**src/rtl/interrupt_controller_pkg.sv**
```systemverilog
`default_nettype none
// ============================================================================
// Module      : interrupt_controller_pkg
// Description : Shared definitions for the interrupt controller. It holds the
//               FSM state encoding, the cause encoding, the default handler
//               vectors and the scheduler timer width.
// Revision    : 1.0 - initial release
// ============================================================================
package interrupt_controller_pkg;

  typedef enum logic [1:0] {
    ST_IDLE    = 2'd0,
    ST_REQ     = 2'd1,
    ST_SERVICE = 2'd2
  } state_t;

  localparam logic [1:0] CAUSE_NONE  = 2'b00;
  localparam logic [1:0] CAUSE_TIMER = 2'b01;
  localparam logic [1:0] CAUSE_KEY   = 2'b10;

  localparam logic [17:0] DEFAULT_SCHED_VEC = 18'd9636;
  localparam logic [17:0] DEFAULT_KEY_VEC   = 18'd9700;

  // The counter is wide enough for periods up to 2^24 cycles.
  localparam int TIMER_W = 24;

endpackage
`default_nettype wire

```
**src/rtl/sched_timer.sv**
```systemverilog
`default_nettype none
// ============================================================================
// Module      : sched_timer
// Description : Free-running reload down-counter. It loads PERIOD-1, counts
//               down once per cycle and raises a one-cycle expiry pulse while
//               the count is zero. It reloads on that same cycle.
// Ports       : clock  - system clock
//               reset  - async active-high reset (count reloads)
//               expiry - one-cycle pulse, once every PERIOD cycles
// Revision    : 1.0 - initial release
// ============================================================================
module sched_timer
  import interrupt_controller_pkg::*;
#(
  parameter int PERIOD = 262144
) (
  input  logic clock,
  input  logic reset,
  output logic expiry
);

  localparam logic [TIMER_W-1:0] RELOAD = TIMER_W'(PERIOD - 1);

  logic [TIMER_W-1:0] count;

  always_ff @(posedge clock or posedge reset) begin
    if (reset) begin
      count <= RELOAD;
    end else if (count == '0) begin
      count <= RELOAD;
    end else begin
      count <= count - TIMER_W'(1);
    end
  end

  assign expiry = (count == '0);

endmodule
`default_nettype wire

```
**src/rtl/interrupt_controller.sv**
```systemverilog
`default_nettype none
// ============================================================================
// Module      : interrupt_controller
// Description : Two-source (scheduler timer, keyboard) interrupt controller
//               using an IDLE/REQ/SERVICE handshake with the control unit. A
//               taken request latches its winner, and the timer beats the
//               keyboard. The interrupt controller does not nest requests.
//               Events that arrive while a request is in progress only set
//               pending flags.
// Config      : ICTRL_KEY_IRQ_EN - when defined, the keyboard source is
//               built. When undefined, key_sample is ignored and pending[1]
//               stays 0.
// Ports       : clock, reset   - clock, async active-high reset
//               irq_enable     - global enable, gates IDLE -> REQ only
//               key_sample     - keyboard toggle flag (asynchronous)
//               ack / eoi      - vector taken / handler finished
//               interrupt      - request to control unit (state REQ)
//               vector[17:0]   - latched handler address
//               cause[1:0]     - latched source, 00 while idle
//               pending[1:0]   - {key, timer} pending flags
//               in_service     - handler active (state SERVICE)
// Revision    : 1.0 - initial release
// ============================================================================
module interrupt_controller
  import interrupt_controller_pkg::*;
#(
  parameter int          TIMER_PERIOD = 262144,
  parameter logic [17:0] SCHED_VEC    = DEFAULT_SCHED_VEC,
  parameter logic [17:0] KEY_VEC      = DEFAULT_KEY_VEC
) (
  input  logic        clock,
  input  logic        reset,
  input  logic        irq_enable,
  input  logic        key_sample,
  input  logic        ack,
  input  logic        eoi,
  output logic        interrupt,
  output logic [17:0] vector,
  output logic [1:0]  cause,
  output logic [1:0]  pending,
  output logic        in_service
);

  state_t      state, state_next;
  logic        timer_exp;
  logic        key_event;
  logic [1:0]  pend_q, pend_next, pend_clr;
  logic        src_key_q;      // latched winner: 0 timer, 1 key
  logic [17:0] vec_q;
  logic        take, accept;

  sched_timer #(
    .PERIOD (TIMER_PERIOD)
  ) u_sched_timer (
    .clock  (clock),
    .reset  (reset),
    .expiry (timer_exp)
  );

`ifdef ICTRL_KEY_IRQ_EN
  logic       sync1, sync2, key_prev;
  logic [1:0] settle;

  // The edge detector stays muted until the synchronizer holds only
  // post-reset samples. A key_sample that is high at release therefore
  // does not count as an event.
  always_ff @(posedge clock or posedge reset) begin
    if (reset) begin
      sync1    <= 1'b0;
      sync2    <= 1'b0;
      key_prev <= 1'b0;
      settle   <= 2'd0;
    end else begin
      sync1    <= key_sample;
      sync2    <= sync1;
      key_prev <= sync2;
      if (settle != 2'd3) begin
        settle <= settle + 2'd1;
      end
    end
  end

  assign key_event = (settle == 2'd3) && (sync2 ^ key_prev);
`else
  logic unused_key_sample;
  assign unused_key_sample = key_sample;
  assign key_event         = 1'b0;
`endif

  always_comb begin
    state_next = state;
    take       = 1'b0;
    accept     = 1'b0;
    case (state)
      ST_IDLE: begin
        if (irq_enable && (pend_q != 2'b00)) begin
          state_next = ST_REQ;
          take       = 1'b1;
        end
      end
      ST_REQ: begin
        if (ack) begin
          state_next = ST_SERVICE;
          accept     = 1'b1;
        end
      end
      ST_SERVICE: begin
        if (eoi) begin
          state_next = ST_IDLE;
        end
      end
      default: state_next = ST_IDLE;
    endcase
  end

  // The accepted source clears its flag. An event of the same source in
  // that same cycle re-sets the flag, because the set term is ORed in last.
  assign pend_clr  = accept ? (src_key_q ? 2'b10 : 2'b01) : 2'b00;
  assign pend_next = {key_event, timer_exp} | (pend_q & ~pend_clr);

  always_ff @(posedge clock or posedge reset) begin
    if (reset) begin
      state     <= ST_IDLE;
      pend_q    <= 2'b00;
      src_key_q <= 1'b0;
      vec_q     <= SCHED_VEC;
    end else begin
      state  <= state_next;
      pend_q <= pend_next;
      if (take) begin
        // The key source wins only when the timer flag is clear.
        src_key_q <= ~pend_q[0];
        vec_q     <= pend_q[0] ? SCHED_VEC : KEY_VEC;
      end
    end
  end

  assign interrupt  = (state == ST_REQ);
  assign in_service = (state == ST_SERVICE);
  assign pending    = pend_q;
  assign vector     = vec_q;
  assign cause      = (state == ST_IDLE) ? CAUSE_NONE
                    : (src_key_q ? CAUSE_KEY : CAUSE_TIMER);

endmodule
`default_nettype wire

```
**config.mk**
```make
export PLATFORM = sky130hd
export DESIGN_NAME = interrupt_controller
export DESIGN_NICKNAME = d
export VERILOG_FILES = /design/src/rtl/interrupt_controller_pkg.sv /design/src/rtl/sched_timer.sv /design/src/rtl/interrupt_controller.sv
export SDC_FILE = /design/constraint.sdc
export NUM_CORES = 1
export LEC_CHECK = 0
export CORE_UTILIZATION = 40
export DETAILED_ROUTE_END_ITERATION = 12
export PLACE_DENSITY_LB_ADDON = 0.1
export SKIP_CTS_REPAIR_TIMING = 1
export SLEW_MARGIN = 25
export SYNTH_ARGS = -nofsm -noshare
export SYNTH_HDL_FRONTEND = slang
export SYNTH_SLANG_ARGS = --single-unit
```
**constraint.sdc**
```tcl
create_clock -name clock -period 3.93 [get_ports clock]
set_input_delay 0.786 -clock clock [delete_from_list [all_inputs] [get_ports clock]]
set_output_delay 0.786 -clock clock [all_outputs]
set_load 0.02 [all_outputs]
```
# Word-level counts from Yosys, hierarchy flattened
# Cells that the tools add are included.
# word_totals
elab_cells,33
regBits,47
latch_bits,0
in_bits,6
romBits,0
memories,0
out_inout_bits,24
mem_bits_rw,0
# op_classes
bitwise,4
n_div,0
n_shift,0
reduce_logical,5
mul,0
n_eq_ne,5
n_addsub,1
mux,13
order_cmp,0
# ops
cell,count
zero test 24 bit,1
two-way mux 24 bit,1
"subtractor 24 x 1 -> 24 bit, second input constant",1
two-way mux 2 bit,6
two-way mux 7 bit,1
"!= test 2 bit, second input constant",3
one-hot mux 2 bit (3 select lines),1
two-way mux 1 bit,4
AND reduction 3 bit,1
AND 2 bit,1
"== test 2 x 1 -> 1 bit, second input constant",1
"== test 2 bit, second input constant",1
zero test 2 bit,1
inverter 2 bit,1
bitwise OR 1 x 2 -> 2 bit,1
nonzero test 2 bit,1
logical AND 1 bit,1
inverter 1 bit,1

# Longest topological paths before layout
# Gate-level depths: netlist of the first run.
# depth
depth_word,6
depth_mapped,6
ltp_nobuf,6

# Cells and area by module
# From an unflattened synthesis of the first run, not the netlist that was laid out.
# unflattened
cells_unflattened,164
area_unflattened_um2,1621.6
# modules_own_cells
module,seq_area_each_um2,n_inst,cells_per_inst,area_each_um2
sched_timer,623.1,1,121,1234.9
interrupt_controller,125.1,1,43,386.6

# Least setup slack after synthesis of the first run
# Ideal clock, no wire load.
# synth_timing
path_type,flip-flop to flip-flop
startpoint,reg u_sched_timer.count[0]
endpoint,reg u_sched_timer.count[18]
setup_time_ps,78
required_ps,3852
setup_slack_ps,2178
n_path_buf,0
period_less_slack_ps,1752
arrival_time_ps,1675
path_stages_with_launch,7
cell_sequence,dfstp_2 -> inv_1 -> ha_1 -> nor3b_4 -> nand4_1 -> or4_1 -> a21boi_1
# synth_between
elab_chain_cells,2
word_cells_on_any_way,3
cone_classes,add/sub (1); mux (1); reduce/logical (1)
# synth_rtl
item,line,rtl
start: declaration,sched_timer.sv:24,logic [TIMER_W-1:0] count;
start signal: assignment,sched_timer.sv:32,count <= count - TIMER_W'(1);
subtractor 24 x 1 -> 24 bit or zero test 24 bit (tied branches),"sched_timer.sv:32, sched_timer.sv:29",
two-way mux 24 bit *,sched_timer.sv:29,end else if (count == '0) begin
# Every way passes the cells marked *; elsewhere a longest branch is shown, timed or not.
# A chain may end at the register's enable or synchronous reset.

# Final worst setup path of the first run
# layout_timing
startpoint,reg u_sched_timer.count[6]
endpoint,reg u_sched_timer.count[19]
# The elaborated chain is that of the path after synthesis.

==> flow_summary.json, run 1 <==
{
  "cts_tree": "done",
  "yosysMostFrequentCell": "nand2_1",
  "yosysUniqueCellTypes": 34,
  "synthFlopType": "dfstp_2",
  "syn_area_um2": 1610,
  "io-pin-count": 30,
  "initial_core_util": 0.427,
  "critPathLaunchType": "flip-flop",
  "max_freq_mhz": 409,
  "cts-htree-levels": 2,
  "wl_um": 2810,
  "cts.sinks": 29,
  "switching_share": 0.291,
  "drtIter0Drc": 23,
  "outcome": "finished clean",
  "coreArea_um2": 3770,
  "cts_buffers": 5,
  "synth_common_cells": "nand2_1 (22), buf_4 (19), dfstp_2 (18)",
  "ys_top_cells_by_area": "dfstp_2 (29%), dfrtp_1 (17%), buf_4 (8.9%)",
  "async_flop_share": 1.00,
  "power_uw": 789,
  "crit_fanout": 22,
  "syn_inst": 162,
  "synth_area_leader_cell": "dfstp_2",
  "finalNetCount": 183,
  "grt_use_total": 0.161,
  "crit_start": "u_sched_timer.count[6]",
  "peakVddDrop_v": 0.000233,
  "slew_headroom": 0.377,
  "synth-seq-cells": 29,
  "syn_area_per_cell_um2": 9.94,
  "grt_max_degree": 30,
  "intPower_uw": 559,
  "firstDrtPassIters": 4,
  "insertion_delay_ns": 0.28,
  "critPathKind": "reg -> reg",
  "rsz0062_at_grt": "false",
  "dieArea_um2": 4280,
  "hp-class": "reg -> reg",
  "num_rows": 22,
  "drive_gt1_frac": 0.199,
  "vias": 1134,
  "switching_power_uw": 230,
  "period_share": 0.622,
  "critPathCaptureType": "flip-flop",
  "setup_tns_ns": 0,
  "layout_setup_ws_ns": 1.49,
  "drc": 0,
  "crit-reg2reg-launch": "u_sched_timer.count[6]",
  "worstPathRequired_ns": 4.09,
  "setup_viol_count_final": 0,
  "power_density_nw_per_um2": 440,
  "die_width_um": 65.5,
  "num_antenna_cells": 0,
  "period_minus_slack_ns": 2.44,
  "pwr-share-comb": 0.224,
  "grt_pass1_wl_um": 5080,
  "p_seq_frac": 0.438,
  "pre_cts_slack_ns": 1.52,
  "yosysTopAreaCellShare": 0.294,
  "grt_pass1_vias": 1068,
  "die_h_um": 65.5,
  "tightestPinTransition_ns": 0.926,
  "syn_to_final_growth_pct": 11.4,
  "synth_edf_count": 0,
  "cp.arrival_ns": 2.60,
  "slew_violations": 0,
  "port_buffers": 11,
  "final_antenna_net_count": 0,
  "overflow": 0,
  "finalClockSkew_ns": 0.00551,
  "dp_hpwl_um": 1940,
  "clk_path_buf_depth": 2,
  "grt_antenna_before_repair": 0,
  "maxCapViolCount": 0,
  "root_buffer": "clkbuf_8",
  "path_clk_slew_ns": 0.06,
  "p_leak_nw": 0.758,
  "routedWlPerCell_um": 12.5,
  "nFillCells": 351,
  "hold_viol": 0,
  "yosys_warnings": 0,
  "clock_power_share": 0.339,
  "vias_per_cell": 5.06,
  "min-delay-start": "state[1]",
  "yosysSeqAreaShare": 0.465,
  "routabilityCongestion": 0.739
}
-- layout by cell type, fill, tap and decap left out, types with 2 or more instances in the layout --
cell and count:
nand2b_1 2, ha_1 2, mux2_2 2, nand3_1 7, clkdlybuf4s50_1 11, or3_1 2
or4_1 5, a21boi_1 2, clkbuf_8 7, inv_1 6, conb_1 17, nor4_4 2
a31oi_1 3, nor4_1 4, dfrtp_1 11, o31ai_1 5, nand2_1 22, dfstp_2 18
nor3_1 3, xnor2_1 3, o21ai_0 7, xor2_1 9, nor4_2 2, nand4_1 4
nor2_1 9, nor2b_1 2
-- final timing paths --
| check | endpoint | slack [ns] | cells after the start |
|---|---|---|---|
| setup / recovery | u_sched_timer.count[19] | 1.49 | 4 |
| hold / removal | state[0] | 0.47 | 1 |
| setup reg to reg | u_sched_timer.count[19] | 1.49 | 4 |
| hold reg to reg | state[0] | 0.47 | 1 |
| max in group asynchronous | u_sched_timer.count[0] | 2.75 | 3 |
| min in group asynchronous | u_sched_timer.count[22] | 0.87 | 3 |
-- cell families after synthesis --
logic type      count (synthesis)  synth area share
other cells                     2           0.00466
compound gates                 19            0.0754
mux                             2            0.0140
fa+ha+maj                       2            0.0155
xor+xnor                       12            0.0653
buf+inv                        27             0.108
simple gates                   69             0.253
flops                          29             0.465
-- registers in the layout, summed over array words and instances (netlist names) --
register	count
pending	2
state	2
u_sched_timer.count	24
vector	1
-- worst max-delay path, cell delays in order (launching register included) --
cell and delay (ns):
dfstp_2 0.38, nor4_2 0.82, and3_1 0.32, nand2b_1 0.48, a21boi_1 0.31
-- per-stage QoR --
stage / cells / area [µm²] / utilization / hold slack (ns)
floorplan: 177 / 1670 / - / 0.444
global placement: 216 / 1690 / 0.449 / 0.461
detailed placement: 216 / 1690 / 0.449 / 0.465
CTS: 224 / 1790 / 0.476 / 0.473
global route: 224 / 1790 / 0.476 / 0.509
finish: 224 / 1790 / 0.476 / 0.469
-- routing by layer --
layer	global-route usage	share of wire	routed length [µm]	vias to the layer above
li1	-	-	-	559
met1	0.212	0.47	1320	544
met2	0.236	0.48	1340	27
met3	0.0694	0.042	117	4
met4	0.0571	0.014	38	0
met5	0	0	0	-
-- power by group through the flow --
stage | logic (mW) | registers (mW) | clock network, mW
after floorplan | 0.111 | 0.358 | 0
after global placement | 0.177 | 0.350 | 0
after detailed placement | 0.179 | 0.349 | 0
after CTS | 0.179 | 0.346 | 0.282
after global routing | 0.192 | 0.351 | 0.299
final | 0.176 | 0.345 | 0.267
-- cell type report --
type / count / area [µm²] / area share
inverters: 6 / 22.5 / 0.0126
repair buffers: 12 / 118 / 0.0656
clock buffers: 7 / 96.3 / 0.0537
flip-flops and latches: 29 / 748 / 0.417
clock inverters: 1 / 5.00 / 0.00279
well taps: 48 / 60.1 / 0.0335
multi-input cells: 121 / 744 / 0.415
(Power assumes the default switching activity.)
==> inputs of run 2 (changes only) <==
==> constraint.sdc (replaced) <==
create_clock -name clock -period 2.1 [get_ports clock]
set_input_delay 0.42 -clock clock [delete_from_list [all_inputs] [get_ports clock]]
set_output_delay 0.42 -clock clock [all_outputs]
set_load 0.02 [all_outputs]
==> run 2 against run 1 <==
Net effect:
- register-to-register slack got worse by 1.3 ns
- design area is 3.2% higher
- via count increased by 3.8%
- sequential share of layout area decreased by 1.3 points
- first-iteration DRC count is 35% higher
- final cell count rose by 2.7%
- clock power increased by 92%
- die area did not move
- global-route usage decreased by 0.55 points
- critical path type unchanged
==> flow_summary.json, run 2 (synthesized netlist as in run 1, its figures left out) <==
{
  "switching_share": 0.297,
  "crit_fanout": 6,
  "vias": 1177,
  "cts_buffers": 5,
  "critPathCaptureType": "flip-flop",
  "insertion_delay_ns": 0.29,
  "final_antenna_net_count": 0,
  "coreArea_um2": 3770,
  "pwr-share-comb": 0.223,
  "power_density_nw_per_um2": 806,
  "final_util": 0.491,
  "die_h_um": 65.5,
  "vias_per_cell": 5.12,
  "wl_um": 2900,
  "clock_power_share": 0.343,
  "firstDrtPassIters": 4,
  "peakVddDrop_v": 0.000486,
  "num_rows": 22,
  "grt_use_total": 0.156,
  "critPathLaunchType": "flip-flop",
  "final_common_cell": "nand2_1",
  "outcome": "finished clean",
  "switching_power_uw": 444,
  "met3_usage": 0.0573,
  "largest_reg_flops": 24,
  "die_width_um": 65.5,
  "worstSetupPathDepth": 6,
  "root_buffer": "clkbuf_8",
  "critPathKind": "reg -> reg",
  "dieArea_um2": 4280,
  "cts.sinks": 29,
  "crit_path_max_incr_delay_ns": 0.45,
  "num_antenna_cells": 0,
  "drive_gt1_frac": 0.225,
  "cts-htree-levels": 2,
  "clk_path_buf_depth": 2,
  "syn_to_final_growth_pct": 15.0,
  "period_share": 0.934,
  "critPathBufInv": 1,
  "use_met1": 0.194,
  "slew_violations": 0,
  "most-common-layout-cells": "nand2_1 (22), dfstp_2 (18), conb_1 (17), clkdlybuf4s50_1 (11), dfrtp_1 (11)",
  "pre_cts_slack_ns": 0.116,
  "intPower_mw": 1.05,
  "routedWlPerCell_um": 12.6,
  "path_clk_slew_ns": 0.07,
  "finalNetCount": 189,
  "worstPathRequired_ns": 2.31,
  "period_minus_slack_ns": 1.96,
  "routabilityCongestion": 0.788,
  "grt_pass1_wl_um": 4910,
  "cp_cell_sequence": "inv_1 > ha_1 > nor3b_4 > nand4_1 > or4_1 > a21boi_1",
  "regMostFlops": "u_sched_timer.count",
  "finalClockSkew_ns": 0.00865,
  "grt_pass1_vias": 1089,
  "grt_antenna_before_repair": 0,
  "io-pin-count": 30,
  "drtIter0Drc": 31,
  "gr-usage-met2": 0.238,
  "cts_tree": "done",
  "drc": 0,
  "hp-class": "in -> async",
  "max_freq_mhz": 510,
  "cpMaxStageDelayCell": "or4_1",
  "maxCapViolCount": 0,
  "dp_hpwl_um": 2100,
  "regToRegSetupSlack_ns": 0.14,
  "overflow": 0,
  "port_buffers": 11,
  "critPathTopFamily": "simple AND/OR/NAND/NOR gates",
  "hold_viol": 0,
  "initial_core_util": 0.427,
  "cp.arrival_ns": 2.17,
  "nFillCells": 346,
  "p_seq_frac": 0.434,
  "setup_viol_count_final": 0,
  "busiest_layer": "met2",
  "layout_setup_ws_ns": 0.139,
  "rsz0062_at_grt": "false",
  "grt_max_degree": 21,
  "reg2regPathDepth": 6,
  "setup_tns_ns": 0,
  "p_leak_nw": 0.792
}
run 2: routing by layer:
metal,wire length (µm),share of wire
met3,129,0.044
met4,61,0.021
met2,1330,0.46
met1,1380,0.48
met5,0,0
run 2: power by group through the flow:
| stage | registers, mW | clock network (mW) | logic [mW] |
|---|---|---|---|
| 2_1_floorplan | 0.669 | 0 | 0.207 |
| 3_3_place_gp | 0.655 | 0 | 0.334 |
| 3_5_place_dp | 0.654 | 0 | 0.335 |
| 4_1_cts | 0.648 | 0.529 | 0.335 |
| 5_1_grt | 0.655 | 0.553 | 0.358 |
| 6_report | 0.648 | 0.512 | 0.333 |
run 2: through the flow:
step	hold WS (ns)	cell area (µm²)	power (mW)	instances
floorplan	0.444	1670	0.876	177
global placement	0.472	1740	0.990	221
detailed placement	0.480	1740	0.990	221
CTS	0.431	1840	1.51	229
global route	0.484	1850	1.57	230
finish	0.429	1850	1.49	230
run 2: worst paths after layout:
kind / startpoint / endpoint
worst max-delay path: u_sched_timer.count[0] / u_sched_timer.count[18]
worst min-delay path: reset / pending[0]
worst max register to register: u_sched_timer.count[0] / u_sched_timer.count[18]
worst min register to register: state[1] / state[0]
max in group asynchronous: reset / u_sched_timer.count[12]
min in group clock: state[1] / state[0]
run 2: area by class of cell:
class                   instances  area [µm²]  area share
clock inverters                 1        5.00     0.00270
well taps                      48        60.1      0.0324
flip-flops and latches         29         748       0.404
clock buffers                   7        96.3      0.0520
repair buffers                 18         175      0.0946
multi-input cells             121         744       0.402
inverters                       6        22.5      0.0122
run 2: worst reg2reg max path, delay by kind of cell, from the launching register on:
family,cells,cell delay [ns]
DFF,1,0.40
and+or+nand+nor,3,1.06
AOI/OAI and AO/OA,1,0.15
buffers and inverters,1,0.09
adders and majority gates,1,0.19
==> inputs of run 3 (changes only) <==
--- a/config.mk
+++ b/config.mk
@@ -5,6 +5,7 @@
 export SDC_FILE = /design/constraint.sdc
 export NUM_CORES = 1
 export LEC_CHECK = 0
+export CORE_ASPECT_RATIO = 1.25
 export CORE_UTILIZATION = 40
 export DETAILED_ROUTE_END_ITERATION = 12
 export PLACE_DENSITY_LB_ADDON = 0.1
==> run 3 against run 2 <==
Net effect:
- global-route usage rose by 1.5 points
- flip-flop and latch count did not move
- critical path depth fell by 4
- power fell by 2.6%
- count of clock-buffer cells in the layout rose by 1
- clock skew fell by 0.0015 ns
- worst setup slack barely moved
- critical path type is now reg -> out
==> flow_summary.json, run 3 (synthesized netlist as in run 1, its figures left out) <==
{
  "outcome": "finished clean",
  "num_antenna_cells": 0,
  "worstPathRequired_ns": 1.68,
  "hold_viol": 0,
  "grt_pass1_wl_um": 5490,
  "io-pin-count": 30,
  "dieArea_um2": 4290,
  "setup_viol_count_final": 0,
  "final_util": 0.487,
  "finalClockSkew_ns": 0.00719,
  "cts.sinks": 29,
  "die_h_um": 72.9,
  "nFillCells": 408,
  "vias_per_cell": 4.91,
  "critPathLaunchType": "flip-flop",
  "insertion_delay_ns": 0.28,
  "routabilityCongestion": 0.753,
  "critPathTopFamily": "buffers and inverters",
  "cts_tree": "done",
  "crit_fanout": 4,
  "wl_um": 3120,
  "grt_max_degree": 30,
  "critPathKind": "reg -> out",
  "grt_use_total": 0.171,
  "fin_area_um2": 1860,
  "finalNetCount": 192,
  "dp_hpwl_um": 2250,
  "stdcell_count": 239,
  "cpMaxStageDelayCell": "clkdlybuf4s50_1",
  "cp_cell_sequence": "nor2b_1 > clkdlybuf4s50_1",
  "firstDrtPassIters": 4,
  "critPathBufInv": 1,
  "maxCapViolCount": 0,
  "port_buffers": 11,
  "period_minus_slack_ns": 1.96,
  "p_leak_nw": 0.795,
  "slew_violations": 0,
  "dp.cells": 228,
  "regMostFlops": "u_sched_timer.count",
  "power_density_nw_per_um2": 783,
  "critPathCaptureType": "primary output",
  "largest_reg_flops": 24,
  "num_rows": 25,
  "regToRegSetupSlack_ns": 0.27,
  "rsz0062_at_grt": "false",
  "coreArea_um2": 3820,
  "syn_to_final_growth_pct": 15.4,
  "grt_antenna_before_repair": 0,
  "initial_core_util": 0.422,
  "path_clk_slew_ns": 0.06,
  "routedWlPerCell_um": 13.0,
  "setup_tns_ns": 0,
  "place_area_um2": 1750,
  "max_freq_mhz": 510,
  "period_share": 0.934,
  "peakVddDrop_v": 0.000839,
  "grt_pass1_vias": 1147,
  "crit_path_max_incr_delay_ns": 0.64,
  "root_buffer": "clkbuf_8",
  "overflow": 0,
  "drive_gt1_frac": 0.227,
  "drc": 0,
  "final_antenna_net_count": 0,
  "cp.arrival_ns": 1.54,
  "drtIter0Drc": 20,
  "vias": 1174,
  "most-common-layout-cells": "nand2_1 (22), dfstp_2 (18), conb_1 (17), clkdlybuf4s50_1 (11), dfrtp_1 (11)",
  "cts-htree-levels": 2,
  "final_common_cell": "nand2_1",
  "cts_buffers": 5,
  "clk_path_buf_depth": 2,
  "die_width_um": 58.8,
  "hp-class": "reg -> reg"
}
[run 3: changes by cell type in the layout (fill, tap and decap cells not counted), sizes merged]
cell and delta:
buf +3, clkbuf +1, clkinv -1
[run 3: metrics by stage]
stage | hold WS [ns] | power [mW] | setup WS [ns]
finish | 0.484 | 1.45 | 0.139
global route | 0.511 | 1.54 | 0.0185
CTS | 0.492 | 1.48 | 0.121
detailed placement | 0.481 | 0.991 | 0.149
global placement | 0.463 | 0.989 | 0.167
floorplan | 0.444 | 0.876 | 0.348
[run 3: path summary, 6_finish.rpt]
kind / from / to / cells after the start
setup / recovery: state[0] / interrupt / 2
hold / removal: state[1] / state[0] / 1
setup reg to reg: u_sched_timer.count[0] / u_sched_timer.count[18] / 6
hold reg to reg: state[1] / state[0] / 1
max in group asynchronous: reset / u_sched_timer.count[0] / 3
min in group asynchronous: reset / state[1] / 3
[run 3: worst register-to-register path: cells and delay by family, from the launching register on]
kind | cells | cell delay (ns)
flops | 1 | 0.40
fa+ha+maj | 1 | 0.19
compound gates | 1 | 0.15
buf+inv | 1 | 0.08
simple gates | 3 | 0.94
[run 3: cell type report]
cell class              instances  area (µm²)  area share
well taps                      54        67.6      0.0364
inverters                       6        22.5      0.0121
multi-input cells             121         744       0.401
flip-flops and latches         29         748       0.403
repair buffers                 21         185      0.0997
clock buffers                   8        90.1      0.0485
[run 3: power by group]
group	switching [mW]	leakage, nW	internal (mW)	total (mW)
Combinational	0.184	0.413	0.148	0.333
Sequential	0.0466	0.337	0.603	0.649
Clock	0.205	0.0455	0.267	0.472
[run 3: metal layers]
metal  GRT usage  vias to the layer above  wire (µm)
met5           0                        -          0
met4      0.0714                        0         55
met3      0.0443                        6         98
met2       0.280                       17       1620
met1       0.212                      581       1340
li1            -                      570          -
